## src/rtl/coherence_bus_agent_pkg.sv

```systemverilog
// Shared types for the coherence bus agent: request kinds, block word offset
// and the initiator / snoop responder state encodings.
package coherence_bus_agent_pkg;

  localparam int OFF_BIT_DEF = 2;

  typedef enum logic [1:0] {
    FILL_S = 2'd0,
    FILL_M = 2'd1,
    WB     = 2'd2
  } req_kind_e;

  typedef enum logic [1:0] {
    IDLE,
    W0,
    W1,
    DONE
  } init_state_e;

  typedef enum logic [2:0] {
    S_IDLE,
    S_SNOOP,
    S_PUSH0,
    S_PUSH1,
    S_FIN
  } snp_state_e;

  function automatic logic kind_legal(input logic [1:0] kind);
    return kind != 2'd3;
  endfunction

endpackage

```

## src/rtl/coherence_bus_agent_snoop_responder.sv

```systemverilog
// Snoop responder: answers controller snoops, pushes dirty blocks
// cache-to-cache and issues downgrade / invalidate commands to the tag array.
module snoop_responder
  import coherence_bus_agent_pkg::*;
#(
  parameter int WORD_W = 32
) (
  input  logic              CLK,
  input  logic              RST,
  input  logic              ccwait_i,
  input  logic              ccinv_i,
  input  logic              snp_hit_i,
  input  logic              snp_dirty_i,
  input  logic [WORD_W-1:0] snp_data0_i,
  input  logic [WORD_W-1:0] snp_data1_i,
  input  logic              wb_hit_i,
  input  logic [WORD_W-1:0] wb_data0_i,
  input  logic [WORD_W-1:0] wb_data1_i,
  output logic              busy_o,
  output logic              cctrans_o,
  output logic              ccwrite_o,
  output logic [WORD_W-1:0] dstore_o,
  output logic              snp_downgrade_o,
  output logic              snp_inval_o
);

  snp_state_e        state_q, state_d;
  logic              tag_hit_q, push_q, inv_q;
  logic [WORD_W-1:0] data0_q, data1_q;
  logic              eff_dirty;

  // A pending writeback of the snooped block counts as a dirty hit even
  // when the tag array has already dropped the line.
  assign eff_dirty = wb_hit_i | (snp_hit_i & snp_dirty_i);

  // NOTE: sequential state uses non-blocking assignments so every register
  // samples pre-edge values regardless of statement order.
  always_ff @(posedge CLK or posedge RST) begin
    if (RST) begin
      state_q   <= S_IDLE;
      tag_hit_q <= 1'b0;
      push_q    <= 1'b0;
      inv_q     <= 1'b0;
      data0_q   <= '0;
      data1_q   <= '0;
    end else begin
      state_q <= state_d;
      if (ccwait_i && (state_q == S_IDLE || state_q == S_SNOOP)) begin
        tag_hit_q <= snp_hit_i;
        push_q    <= eff_dirty;
        data0_q   <= wb_hit_i ? wb_data0_i : snp_data0_i;
        data1_q   <= wb_hit_i ? wb_data1_i : snp_data1_i;
      end
      unique case (state_q)
        S_IDLE:           inv_q <= ccwait_i & ccinv_i;
        S_SNOOP:          inv_q <= inv_q | (ccwait_i & ccinv_i);
        S_PUSH0, S_PUSH1: inv_q <= inv_q | ccinv_i;
        default:          inv_q <= inv_q;
      endcase
    end
  end

  // NOTE: every combinational output gets a default first so no path
  // through the case leaves it unassigned and infers a latch.
  always_comb begin
    state_d = state_q;
    unique case (state_q)
      S_IDLE:  if (ccwait_i) state_d = S_SNOOP;
      S_SNOOP: if (!ccwait_i) state_d = push_q ? S_PUSH0 : S_FIN;
      S_PUSH0: state_d = S_PUSH1;
      S_PUSH1: state_d = S_FIN;
      S_FIN:   state_d = S_IDLE;
      default: state_d = S_IDLE;
    endcase
  end

  always_comb begin
    busy_o          = (state_q != S_IDLE);
    cctrans_o       = 1'b0;
    ccwrite_o       = 1'b0;
    dstore_o        = '0;
    snp_downgrade_o = 1'b0;
    snp_inval_o     = 1'b0;
    unique case (state_q)
      S_SNOOP: begin
        cctrans_o = ccwait_i & eff_dirty;
        ccwrite_o = ccwait_i & eff_dirty;
      end
      S_PUSH0: begin
        cctrans_o = 1'b1;
        ccwrite_o = 1'b1;
        dstore_o  = data0_q;
      end
      S_PUSH1: begin
        cctrans_o = 1'b1;
        ccwrite_o = 1'b1;
        dstore_o  = data1_q;
      end
      S_FIN: begin
        snp_inval_o     = tag_hit_q & inv_q;
        snp_downgrade_o = tag_hit_q & ~inv_q;
      end
      default: ;
    endcase
  end

endmodule

```

## src/rtl/coherence_bus_agent.sv

```systemverilog
// Cache-side coherence bus agent: initiator FSM for two-word fills and
// writebacks, plus the priority mux that lets the snoop responder own the bus.
module coherence_bus_agent
  import coherence_bus_agent_pkg::*;
#(
  parameter int WORD_W  = 32,
  parameter int OFF_BIT = OFF_BIT_DEF
) (
  input  logic              CLK,
  input  logic              RST,
  input  logic              req_valid,
  input  logic [1:0]        req_kind,
  input  logic [WORD_W-1:0] req_addr,
  input  logic [WORD_W-1:0] req_wdata0,
  input  logic [WORD_W-1:0] req_wdata1,
  output logic              req_done,
  output logic [WORD_W-1:0] fill_data0,
  output logic [WORD_W-1:0] fill_data1,
  output logic              dREN,
  output logic              dWEN,
  output logic [WORD_W-1:0] daddr,
  output logic [WORD_W-1:0] dstore,
  output logic              cctrans,
  output logic              ccwrite,
  input  logic              dwait,
  input  logic [WORD_W-1:0] dload,
  input  logic              ccwait,
  input  logic              ccinv,
  input  logic [WORD_W-1:0] ccsnoopaddr,
  output logic [WORD_W-1:0] snp_addr,
  input  logic              snp_hit,
  input  logic              snp_dirty,
  input  logic [WORD_W-1:0] snp_data0,
  input  logic [WORD_W-1:0] snp_data1,
  output logic              snp_downgrade,
  output logic              snp_inval
);

  localparam logic [WORD_W-1:0] OFF_MASK = {{(WORD_W-1){1'b0}}, 1'b1} << OFF_BIT;

  init_state_e       state_q, state_d;
  req_kind_e         kind_q;
  logic [WORD_W-1:0] addr_q, wdata0_q, wdata1_q;
  logic [WORD_W-1:0] fill0_q, fill1_q;
  logic              start, is_fill, wb_hit;

  logic              i_dren, i_dwen, i_cctrans, i_ccwrite;
  logic [WORD_W-1:0] i_daddr, i_dstore;
  logic              r_busy, r_cctrans, r_ccwrite;
  logic [WORD_W-1:0] r_dstore;

  assign start   = req_valid && kind_legal(req_kind);
  assign is_fill = (kind_q != WB);
  assign wb_hit  = (state_q == W0 || state_q == W1) && (kind_q == WB) &&
                   ((ccsnoopaddr & ~OFF_MASK) == addr_q);

  // The fill words are architectural outputs, so they are cleared on reset
  // along with the control state.
  always_ff @(posedge CLK or posedge RST) begin
    if (RST) begin
      state_q  <= IDLE;
      kind_q   <= FILL_S;
      addr_q   <= '0;
      wdata0_q <= '0;
      wdata1_q <= '0;
      fill0_q  <= '0;
      fill1_q  <= '0;
    end else begin
      state_q <= state_d;
      if (state_q == IDLE && start) begin
        kind_q   <= req_kind_e'(req_kind);
        addr_q   <= req_addr & ~OFF_MASK;
        wdata0_q <= req_wdata0;
        wdata1_q <= req_wdata1;
      end
      if (state_q == W0 && !dwait && is_fill) fill0_q <= dload;
      if (state_q == W1 && !dwait && is_fill) fill1_q <= dload;
    end
  end

  always_comb begin
    state_d = state_q;
    unique case (state_q)
      IDLE:    if (start) state_d = W0;
      W0:      if (!dwait) state_d = W1;
      W1:      if (!dwait) state_d = DONE;
      DONE:    state_d = IDLE;
      default: state_d = IDLE;
    endcase
  end

  always_comb begin
    i_dren    = 1'b0;
    i_dwen    = 1'b0;
    i_daddr   = '0;
    i_dstore  = '0;
    i_cctrans = 1'b0;
    i_ccwrite = 1'b0;
    req_done  = 1'b0;
    unique case (state_q)
      W0, W1: begin
        i_daddr   = (state_q == W1) ? (addr_q | OFF_MASK) : addr_q;
        i_cctrans = 1'b1;
        i_ccwrite = (kind_q == FILL_M);
        i_dren    = is_fill;
        i_dwen    = !is_fill;
        if (!is_fill) i_dstore = (state_q == W1) ? wdata1_q : wdata0_q;
      end
      DONE:    req_done = 1'b1;
      default: ;
    endcase
  end

  snoop_responder #(.WORD_W(WORD_W)) u_snoop (
    .CLK             (CLK),
    .RST             (RST),
    .ccwait_i        (ccwait),
    .ccinv_i         (ccinv),
    .snp_hit_i       (snp_hit),
    .snp_dirty_i     (snp_dirty),
    .snp_data0_i     (snp_data0),
    .snp_data1_i     (snp_data1),
    .wb_hit_i        (wb_hit),
    .wb_data0_i      (wdata0_q),
    .wb_data1_i      (wdata1_q),
    .busy_o          (r_busy),
    .cctrans_o       (r_cctrans),
    .ccwrite_o       (r_ccwrite),
    .dstore_o        (r_dstore),
    .snp_downgrade_o (snp_downgrade),
    .snp_inval_o     (snp_inval)
  );

  // While snooped, the responder owns the coherence flags and data bus; a
  // pending request keeps dREN/dWEN up since the controller will not grant it.
  assign cctrans    = r_busy ? r_cctrans : i_cctrans;
  assign ccwrite    = r_busy ? r_ccwrite : i_ccwrite;
  assign dstore     = r_busy ? r_dstore  : i_dstore;
  assign dREN       = i_dren;
  assign dWEN       = i_dwen;
  assign daddr      = i_daddr;
  assign snp_addr   = ccsnoopaddr;
  assign fill_data0 = fill0_q;
  assign fill_data1 = fill1_q;

endmodule

```

## config.mk

```make
export PLATFORM = sky130hd
export DESIGN_NAME = coherence_bus_agent
export DESIGN_NICKNAME = d
export VERILOG_FILES = /design/src/rtl/coherence_bus_agent_pkg.sv /design/src/rtl/coherence_bus_agent_snoop_responder.sv /design/src/rtl/coherence_bus_agent.sv
export SDC_FILE = /design/constraint.sdc
export NUM_CORES = 1
export LEC_CHECK = 0
export ABC_AREA = 1
export ABC_CLOCK_PERIOD_IN_PS = 6360
export BUFFER_PORTS_ARGS = -buffer_cell sky130_fd_sc_hd__buf_2
export CAP_MARGIN = 20
export CORE_MARGIN = 2
export CORE_UTILIZATION = 51
export DETAILED_ROUTE_END_ITERATION = 12
export GPL_TIMING_DRIVEN = 0
export PLACE_DENSITY = 0.83
export SYNTH_ARGS = -nofsm -noshare
export SYNTH_HDL_FRONTEND = slang
export SYNTH_HIERARCHICAL = 1
export SYNTH_SLANG_ARGS = --single-unit
export TNS_END_PERCENT = 10
```

## constraint.sdc

```tcl
create_clock -name CLK -period 6.36 [get_ports CLK]
set_input_delay 1.59 -clock CLK [delete_from_list [all_inputs] [get_ports CLK]]
set_output_delay 1.59 -clock CLK [all_outputs]
set_load 0.02 [all_outputs]
```

==> flow_summary_export.csv, run 1 <==
group,metric,value,unit
logic_synthesis,synth_area_leaders,"dfrtp_1 49%, nand2_1 9.7%, nor2_1 6.1%",
clocking,clk-insertion-delay-late,530,ps
sta,max_freq,0.1942,GHz
power,seqPwrFrac,35.7,%
drt,drc,0,
clocking,postCtsHoldBufs,0,
logic_synthesis,netlist_area,0.01181,sq mm
clocking,cts_buffer_depth,3,
logic_synthesis,ys_warn_count,6,
placement,hpwlAfterDp,29040,um
drt,wire_per_inst,18.07,um
clocking,ctsResizeCount,0,
cells_and_area,fillerInstances,1849,
worst_setup_path,critPathArrivalTime,3560,ps
logic_synthesis,synth_cells,1393,
sta,worst_slew_pin_slew,591.9,ps
status,status,"complete, no violations",
sta,max_slew_margin,60.54,%
clocking,clock-sinks,233,
worst_setup_path,slowest_stage,"nor2_1",
power,clock_power_share,19.9,%
worst_setup_path,worstSetupPathType,"in -> out",
clocking,cts_made_buffers,26,
grt,grt.total_usage,31.09,%
worst_setup_path,critical_path.endpoint_type,"output port",
logic_synthesis,synth_cell_types,31,
drt,final_antenna_net_count,0,
drt,drtPass1Iterations,7,
grt,gr-total-overflow,0,
clocking,clk_pin_slew,60,ps
sta,setup_viol,0,
grt,grt_max_degree,95,
logic_synthesis,yosysSeqAreaShare,49.38,%
clocking,cts_root_buf,"clkbuf_16",
floorplanning,die_x,156.2,um
cells_and_area,drive_above_1_share,33.64,%
worst_setup_path,cp.required,4770,ps
placement,port_buffers,398,
placement,dp.cells,2078,
power,p_int,4317,uW
floorplanning,fp-row-count,55,
power,power_leakage,0.008362,uW
cells_and_area,final_common_cell,"buf_2",
flow_run,drv_cap,0,
drt,first_iter_violations,938,
clocking,htreeDepth,1,
worst_setup_path,crit_chain,"buf_2 -> nor2_1 -> nor2_1 -> nor2_1 -> nand2_1 -> nor2_1 -> nand2_1 -> nor2_1 -> inv_1 -> buf_2 -> nand2_1 -> a31o_2 -> nand2_1 -> o21ai_0 -> buf_2",
floorplanning,core,0.02271,sq mm
worst_setup_path,path_common_cell,"nor2_1",
floorplanning,start_util,51.99,%
cells_and_area,layout_common_cells,"447 x buf_2, 304 x nand2_1, 233 x dfrtp_1, 191 x nor2_1, 164 x inv_1",
worst_setup_path,slowest_delay,240,ps
logic_synthesis,synth_top_area_share,49.38,%
grt,antenna_found_initial,15,
cells_and_area,final_cell_count_no_fill,2136,
clocking,tritoncts,"built",
logic_synthesis,synth_nets,1632,
hold_path,min_path_type,"reg -> reg",
sta,fin_skew,13.41,ps
grt,grt_pass1_vias,11199,
logic_synthesis,synth.avg_cell_area,8.476,sq um
sta,final.period_utilization,80.95,%
floorplanning,ios,401,
power,ir_worst_vdd,0.0003293,V
cells_and_area,nNetsFinal,2060,
worst_setup_path,critPathMaxFanout,10,
floorplanning,die-area,0.02439,sq mm
power,p_switching,3270,uW
power,p_sw_share,43.10,%
floorplanning,die_h,156.2,um
sta,rsz0062_at_grt,"false",
sta,tns,0,ps
placement,place_congestion,0.9158,
grt,grt_pass1_wl,59040,um
sta,drv_slew,0,
sta,finalHoldViolations,0,
cells_and_area,area_delta_synth_final,27.88,%
logic_synthesis,yosys_register_bits,233,
drt,routed_wl,38600,um
drt,num_vias,11307,
cells_and_area,fin_util,66.49,%
drt,via_per_inst,5.294,
power,combPwrFrac,44.4,%
power,power_density,502.5,mW/mm^2
clocking,cts_setup_buffers,0,
logic_synthesis,yosys.area.top_type,"dfrtp_1",
worst_setup_path,worstSetupStartpointType,"primary input",
sta,fin_crit,5148,ps
synth_stat cells:
cell,instances
o21ai_1,7
buf_4,39
nand3_4,1
dfrtp_1,233
mux2_2,63
clkbuf_8,2
ha_1,5
mux2_1,5
nor2_2,1
nor3_1,3
a31o_2,1
buf_6,9
clkbuf_1,12
buf_2,49
mux2i_1,32
nor2_1,191
a32o_1,1
o31ai_1,64
inv_1,166
xor2_1,1
o211ai_1,1
clkbuf_2,1
nor2_4,2
a21oi_1,29
nand3_1,35
inv_2,1
o21ai_0,130
nand2_1,304
nand3_2,1
nand2_2,3
mux2_4,1
layout make-up:
| type | instances | area (sq um) | share of cell area [%] |
|---|---|---|---|
| Sequential cell | 233 | 5831 | 38.61 |
| Multi-Input combinational cell | 881 | 4633 | 30.68 |
| Timing Repair Buffer | 400 | 2047 | 13.56 |
| Clock buffer | 34 | 732.0 | 4.848 |
| Buffer | 112 | 716.9 | 4.748 |
| Inverter | 167 | 636.9 | 4.218 |
| Tap cell | 285 | 356.6 | 2.362 |
| Clock inverter | 13 | 118.9 | 0.7872 |
| Antenna cell | 11 | 27.53 | 0.1823 |
final timing paths:
kind | from | end | slack (ps) | depth (start not counted)
worst max-delay path | ccsnoopaddr[30] | cctrans | 1210 | 15
worst min-delay path | u_snoop/data1_q[28] | u_snoop/data1_q[28] | 480 | 2
worst max register to register | state_q[1] | u_snoop/data0_q[2] | 3590 | 13
worst min register to register | u_snoop/data1_q[28] | u_snoop/data1_q[28] | 480 | 2
max in group asynchronous | RST | fill_data1[12] | 4370 | 3
min in group asynchronous | RST | u_snoop/inv_q | 1090 | 2
power by group through the flow:
stage | Sequential (uW) | Combinational (uW) | Clock [uW]
3_5_place_dp | 2690 | 3360 | 0
2_1_floorplan | 2790 | 2050 | 0
3_3_place_gp | 2670 | 3270 | 0
5_1_grt | 2790 | 3690 | 1590
6_report | 2710 | 3370 | 1510
4_1_cts | 2690 | 3370 | 1520
sequential cells by signal, summed over array words and instances, names as in the netlist:
name	count
fill_data0	32
u_snoop/tag_hit_q	1
wdata0_q	32
u_snoop/push_q	1
u_snoop/data0_q	32
u_snoop/state_q	3
fill_data1	32
addr_q	31
u_snoop/data1_q	32
wdata1_q	32
kind_q	2
state_q	2
u_snoop/inv_q	1
logic make-up (layout without fill, tap and decap cells):
family / Yosys count / count (layout) / share of synthesized area (%)
and+or+nand+nor: 541 / 541 / 17.98
buffers and inverters: 279 / 726 / 11.38
AOI/OAI and AO/OA: 233 / 233 / 11.33
DFF: 233 / 233 / 49.38
muxes: 101 / 101 / 9.325
adders and majority gates: 5 / 5 / 0.5298
xor gates and xnor gates: 1 / 1 / 0.07419
other: 0 / 11 / 0
layer usage:
layer | vias up | part of all wire, % | track usage (%)
met2 | 552 | 47 | 51.58
met5 | - | 0.12 | 0
met4 | 8 | 4.6 | 13.76
met3 | 115 | 8.9 | 7.500
li1 | 5276 | - | -
met1 | 5356 | 39 | 38.78
through the flow:
step	hold slack (ps)	instance area [sq um]	setup WS (ps)	power, uW
final	480.2	15100	1212	7587
after global routing	499.7	15090	1059	8069
after CTS	483.5	15070	1217	7579
after detailed placement	468.2	14220	1225	6049
after global placement	461.4	14160	-1760	5933
after floorplan	451.7	11810	365.0	4839
critical path, delay by kind of cell:
kind | cells | cell delay (ps)
AND/OR/NAND/NOR | 9 | 960
buffers and inverters | 4 | 650
AO/OA/AOI/OAI | 2 | 330
No activity file was read; power rests on OpenSTA's default activity.
==> run 2: changes to the inputs <==
Settings changed: ABC_CLOCK_PERIOD_IN_PS 6360 to 4700, CORE_ASPECT_RATIO set to 1.5, CORE_UTILIZATION 51 to 46, PLACE_DENSITY 0.83 to 0.79.
Clock period 6.36 ns to 4.7 ns, I/O delays scaled along.
==> run 2 against run 1 <==
  * Clock-buffer cell count unchanged
  * Power up 35%
  * Clock skew decreased by 7.0 ps
  * Final area up 0.45%
  * Final cell count grew 1.8%
  * Global-route usage shrank 2.8 points
  * Utilization down 6.2 points
  * Flip-flop and latch count did not move
  * Non-clock buffer count increased by 3
  * Sequential power rose by 34%
  * Die area increased by 11%
  * Register-to-register slack lost 1600 ps
  * Critical endpoint is now ccwrite
  * Largest cell class unchanged
==> flow_summary_export.csv, run 2 (synthesis results as in run 1) <==
group,metric,value,unit
floorplanning,core,0.02514,sq mm
sta,finalHoldViolations,0,
drt,drc,0,
flow_run,drv_cap,0,
clocking,clk-insertion-delay-late,520,ps
drt,final_antenna_net_count,0,
floorplanning,die-area,0.02699,sq mm
sta,max_freq,0.2280,GHz
power,total_power,10210,uW
floorplanning,ios,401,
worst_setup_path,cp.required,3520,ps
sta,tns,0,ps
grt,grt.total_usage,28.27,%
drt,drtPass1Iterations,5,
status,status,"complete, no violations",
cells_and_area,drive_above_1_share,33.75,%
drt,via_per_inst,5.126,
clocking,cts_buffer_depth,3,
drt,num_vias,11144,
power,power_leakage,0.008360,uW
placement,dp_worst_setup_slack,302.2,ps
power,ir_worst_vdd,0.0004332,V
hold_path,min_path_type,"reg -> reg",
worst_setup_path,critPathMaxFanout,10,
sta,max_slew_margin,56.40,%
placement,hpwlAfterDp,29840,um
worst_setup_path,critical_path.endpoint_type,"output port",
clocking,cts_setup_buffers,0,
clocking,tritoncts,"built",
sta,fin_skew,6.401,ps
power,power_density,673.0,mW/mm^2
sta,drv_slew,0,
cells_and_area,layout_common_cells,"447 x buf_2, 304 x nand2_1, 233 x dfrtp_1, 190 x nor2_1, 164 x inv_1",
drt,routed_wl,38800,um
clocking,htreeDepth,1,
cells_and_area,nNetsFinal,2061,
grt,grt_max_degree,66,
sta,setup_ws,314.4,ps
sta,setup_viol,0,
floorplanning,start_util,46.97,%
floorplanning,die_h,200.2,um
grt,grt_pass1_wl,59840,um
floorplanning,die_x,134.8,um
clocking,cts_made_buffers,24,
drt,wire_per_inst,17.85,um
drt,first_iter_violations,534,
cells_and_area,final_common_cell,"buf_2",
placement,port_buffers,398,
worst_setup_path,worstSetupStartpointType,"flop",
worst_setup_path,worstSetupPathType,"reg -> out",
grt,antenna_found_initial,14,
clocking,clk_pin_slew,60,ps
clocking,cts_root_buf,"clkbuf_16",
grt,grt_pass1_vias,11566,
sta,final.period_utilization,93.31,%
floorplanning,fp-row-count,71,
sta,fin_crit,4386,ps
clocking,clock-sinks,233,
sta,worst_slew_pin_slew,654.0,ps
grt,gr-total-overflow,0,
sta,rsz0062_at_grt,"false",
worst_setup_path,critPathArrivalTime,3210,ps
placement,place_congestion,0.8729,
cells_and_area,area_delta_synth_final,28.45,%
run 2: layer usage:
layer	global-route usage (%)	vias up	share of wire [%]
li1	-	5266	-
met4	15.60	16	5.3
met2	51.21	490	53
met3	6.201	146	7.5
met5	0	-	0.24
met1	29.86	5226	34
run 2: final timing paths:
check                                      end  slack (ps)  cells after the start            from
max in group asynchronous           addr_q[19]        3090                      4             RST
setup / recovery                       ccwrite         310                     16      state_q[1]
hold / removal                  fill_data0[28]         480                      2  fill_data0[28]
min in group asynchronous  u_snoop/data1_q[23]         550                      2             RST
setup reg to reg           u_snoop/data1_q[13]        1980                     13      state_q[1]
hold reg to reg                 fill_data0[28]         480                      2  fill_data0[28]
run 2: critical path, cell delays in order, from the launching register on:
cell and delay, ps:
dfrtp_1 400, inv_1 100, ha_1 270, buf_4 140
nand3_1 150, nor2_1 140, nand2_1 60, nor2_1 130
nand2_1 80, nor2_2 200, inv_1 80, buf_2 210
nand2_1 120, a31o_2 210, buf_4 110, a32o_1 110
buf_2 170
run 2: layout make-up:
type / count / area (sq um)
diodes: 6 / 15.01
plain buffers: 112 / 716.9
clock buffers: 34 / 719.4
clock inverters: 10 / 106.4
fillers: 2143 / 9973
inverters: 167 / 633.1
multi-input cells: 881 / 4636
flip-flops and latches: 233 / 5831
well taps: 328 / 410.4
repair buffers: 403 / 2100
run 2: repair_timing:
action | in CTS | in global routing
gates resized for setup | 0 | 1
endpoints found under the setup margin | 0 | 1
hold buffers | 0 | 0
run 2: through the flow:
stage | hold slack (ps) | cell area [sq um] | instances | utilization, %
after floorplan | 451.7 | 11810 | 1393 | -
after global placement | 462.0 | 14210 | 2119 | 56.54
after detailed placement | 468.4 | 14320 | 2124 | 56.98
after CTS | 484.1 | 15150 | 2168 | 60.26
after global routing | 501.7 | 15160 | 2171 | 60.30
final | 482.1 | 15170 | 2174 | 60.33
run 2: where the power goes:
group	switching [uW]	leakage [uW]	internal, uW
clock	831	0.000411	1180
sequential	656	0.00281	2970
combinational	2900	0.00514	1670
total	4390	0.00836	5820
==> run 3: changes to the inputs <==
Settings changed: ABC_AREA 1 to 0, ABC_CLOCK_PERIOD_IN_PS 4700 to 3600, PLACE_DENSITY 0.79 to 0.8.
Clock period 4.7 ns to 3.6 ns, I/O delays scaled along.
==> run 3 against run 2 <==
  * Power is 34% higher
  * Final cell count is 21% lower
  * The flow now finishes with violations (negative setup slack)
  * Critical path type is now in -> out
  * Routed wire length shrank 6.3%
  * Highest routed layer unchanged
==> flow_summary_export.csv, run 3 <==
group,metric,value,unit
grt,gr-total-overflow,0,
worst_setup_path,critical_path.endpoint_type,"output port",
clocking,cts_made_buffers,24,
sta,worst_slew_pin_slew,871.9,ps
cells_and_area,drive_above_1_share,50.86,%
worst_setup_path,r2r_slack,800,ps
logic_synthesis,synth_cell_types,41,
sta,max_slew_margin,41.87,%
clocking,cts_root_buf,"clkbuf_16",
worst_setup_path,worstSetupPathType,"in -> out",
logic_synthesis,synth_cells,938,
worst_setup_path,rr_startpoint,"state_q[0]",
sta,fin_skew,15.88,ps
logic_synthesis,synth.avg_cell_area,12.15,sq um
clocking,clk_pin_slew,70,ps
floorplanning,die_h,196.8,um
clocking,cts_buffer_depth,3,
floorplanning,ios,401,
cells_and_area,fillerInstances,2028,
hold_path,min_path_type,"in -> async",
cells_and_area,seqCellArea,0.005831,sq mm
drt,drc,0,
status,status,"finished, violations left",
clocking,clock-sinks,233,
logic_synthesis,yosys.area.top_type,"dfrtp_1",
drt,via_per_inst,5.301,
floorplanning,start_util,46.82,%
grt,use_met1,30.35,%
placement,port_buffers,398,
logic_synthesis,synth_area_leaders,"dfrtp_1 51%, mux2_2 16%, mux2i_1 8.4%",
sta,fin_crit,3921,ps
sta,setup_ws,-321.4,ps
power,power_leakage,0.007059,uW
drt,first_iter_violations,389,
logic_synthesis,ys_warn_count,6,
power,power_density,921.4,mW/mm^2
drt,num_vias,9112,
logic_synthesis,yosysSeqAreaShare,51.15,%
clocking,htreeDepth,1,
logic_synthesis,synthTopCellsByCount,"233 x dfrtp_1, 159 x mux2_2, 96 x mux2i_1, 72 x nor2_1, 66 x a21oi_1",
worst_setup_path,worstSetupStartpointType,"primary input",
drt,final_antenna_net_count,0,
drt,wire_per_inst,21.15,um
sta,setup_viol,2,
drt,drtPass1Iterations,4,
clocking,tritoncts,"built",
grt,grtUsageMet3,6.636,%
sta,final.period_utilization,108.9,%
worst_setup_path,reg2reg_depth,12,
logic_synthesis,synth_top_area_share,51.15,%
clocking,clk-insertion-delay-late,520,ps
flow_run,drv_cap,0,
grt,use_met2,50.66,%
cells_and_area,nNetsFinal,1613,
sta,rsz0062_at_grt,"true",
logic_synthesis,netlist_area,0.01140,sq mm
logic_synthesis,yosys_register_bits,233,
logic_synthesis,yosysMostFrequentCell,"dfrtp_1",
logic_synthesis,synth_edf_count,0,
cells_and_area,area_delta_synth_final,30.59,%
power,total_power,13720,uW
grt,grt_pass1_wl,54940,um
worst_setup_path,critPathArrivalTime,3020,ps
logic_synthesis,synth_nets,1177,
worst_setup_path,crit_start,"ccsnoopaddr[31]",
drt,routed_wl,36350,um
logic_synthesis,ys_async_sr_fraction,100.0,%
floorplanning,core,0.02435,sq mm
grt,antenna_found_initial,12,
logic_synthesis,synth_top_flop_cell,"dfrtp_1",
floorplanning,die_x,132.5,um
floorplanning,fp-row-count,70,
status,violations,"negative setup slack",
sta,drv_slew,0,
cells_and_area,layout_common_cells,"418 x buf_2, 233 x dfrtp_1, 159 x mux2_2, 96 x mux2i_1, 71 x nor2_1",
grt,grt_max_degree,71,
worst_setup_path,cp.required,2700,ps
grt,grt.total_usage,27.33,%
grt,grt_pass1_vias,9934,
floorplanning,die-area,0.02608,sq mm
power,ir_worst_vdd,0.0006094,V
grt,busiest_layer,"met2",
placement,place_congestion,0.8526,
placement,hpwlAfterDp,27600,um
sta,max_freq,0.2550,GHz
sta,tns,-592.1,ps
worst_setup_path,critPathMaxFanout,2,
cells_and_area,final_common_cell,"buf_2",
cells_and_area,multi_input_area,0.004928,sq mm
sta,finalHoldViolations,0,
worst_setup_path,regToRegEndpoint,"u_snoop/data0_q[3]",
-- run 3: power by group --
part           total (uW)  switching (uW)  internal, uW
Combinational        6270            3590          2670
Sequential           4870             920          3950
Clock                2580            1020          1570
Total               13700            5530          8190
-- run 3: what timing repair did --
item	CTS	global route
buffers inserted	7	0
hold buffers	0	0
pin swaps	7	1
gates resized for setup	20	2
setup endpoints to repair	40	6
-- run 3: critical path, stage by stage --
cell and delay, ps:
buf_6 100, xor2_1 130, nor4_1 340, nand4_1 260
nor3_4 320, buf_6 150, a21o_1 100, a31oi_1 100
nor2_2 220, buf_4 140, a32o_1 130, buf_6 130
-- run 3: routing by layer --
metal / wire length (um) / part of all wire, %
met5: 78 / 0.21
met4: 1256 / 3.5
met3: 2549 / 7.0
met2: 19380 / 53
met1: 13090 / 36
-- run 3: worst max path at each step --
| stage | end | slack [ps] | depth (start not counted) |
|---|---|---|---|
| floorplan | ccwrite | 250 | 10 |
| global placement | ccwrite | -870 | 14 |
| detailed placement | ccwrite | -870 | 14 |
| CTS | ccwrite | -290 | 12 |
| global route | ccwrite | -460 | 14 |
| finish | ccwrite | -320 | 12 |
-- run 3: logic make-up (layout without fill, tap and decap cells) --
kind of cell               Yosys count  after routing  synth area share, %
and+or+nand+nor                    166            166                7.090
buffers and inverters              103            555                6.081
AOI/OAI and AO/OA                  139            139                8.023
DFF                                233            233                51.15
muxes                              261            261                24.73
xor gates and xnor gates            31             31                2.382
adders and majority gates            5              5               0.5488
other                                0              5                    0
-- run 3: per-stage QoR --
stage / hold slack (ps) / instance area, sq um / utilization [%] / worst slack (ps) / std cells
after floorplan: 481.4 / 11400 / - / 252.6 / 938
after global placement: 472.0 / 13800 / 56.68 / -871.2 / 1660
after detailed placement: 481.3 / 13900 / 57.10 / -873.9 / 1665
after CTS: 391.5 / 14870 / 61.05 / -291.9 / 1714
after global routing: 418.2 / 14880 / 61.12 / -462.4 / 1717
final: 400.1 / 14890 / 61.14 / -321.4 / 1719
-- run 3: cell type report --
type                            instances  area share, %
Inverter                                6         0.1933
Clock inverter                          7         0.7648
Tap cell                              324          2.723
Timing Repair Buffer                  410          14.63
Antenna cell                            5        0.08405
Clock buffer                           35          4.723
Buffer                                 97          4.606
Multi-Input combinational cell        602          33.11
Sequential cell                       233          39.17
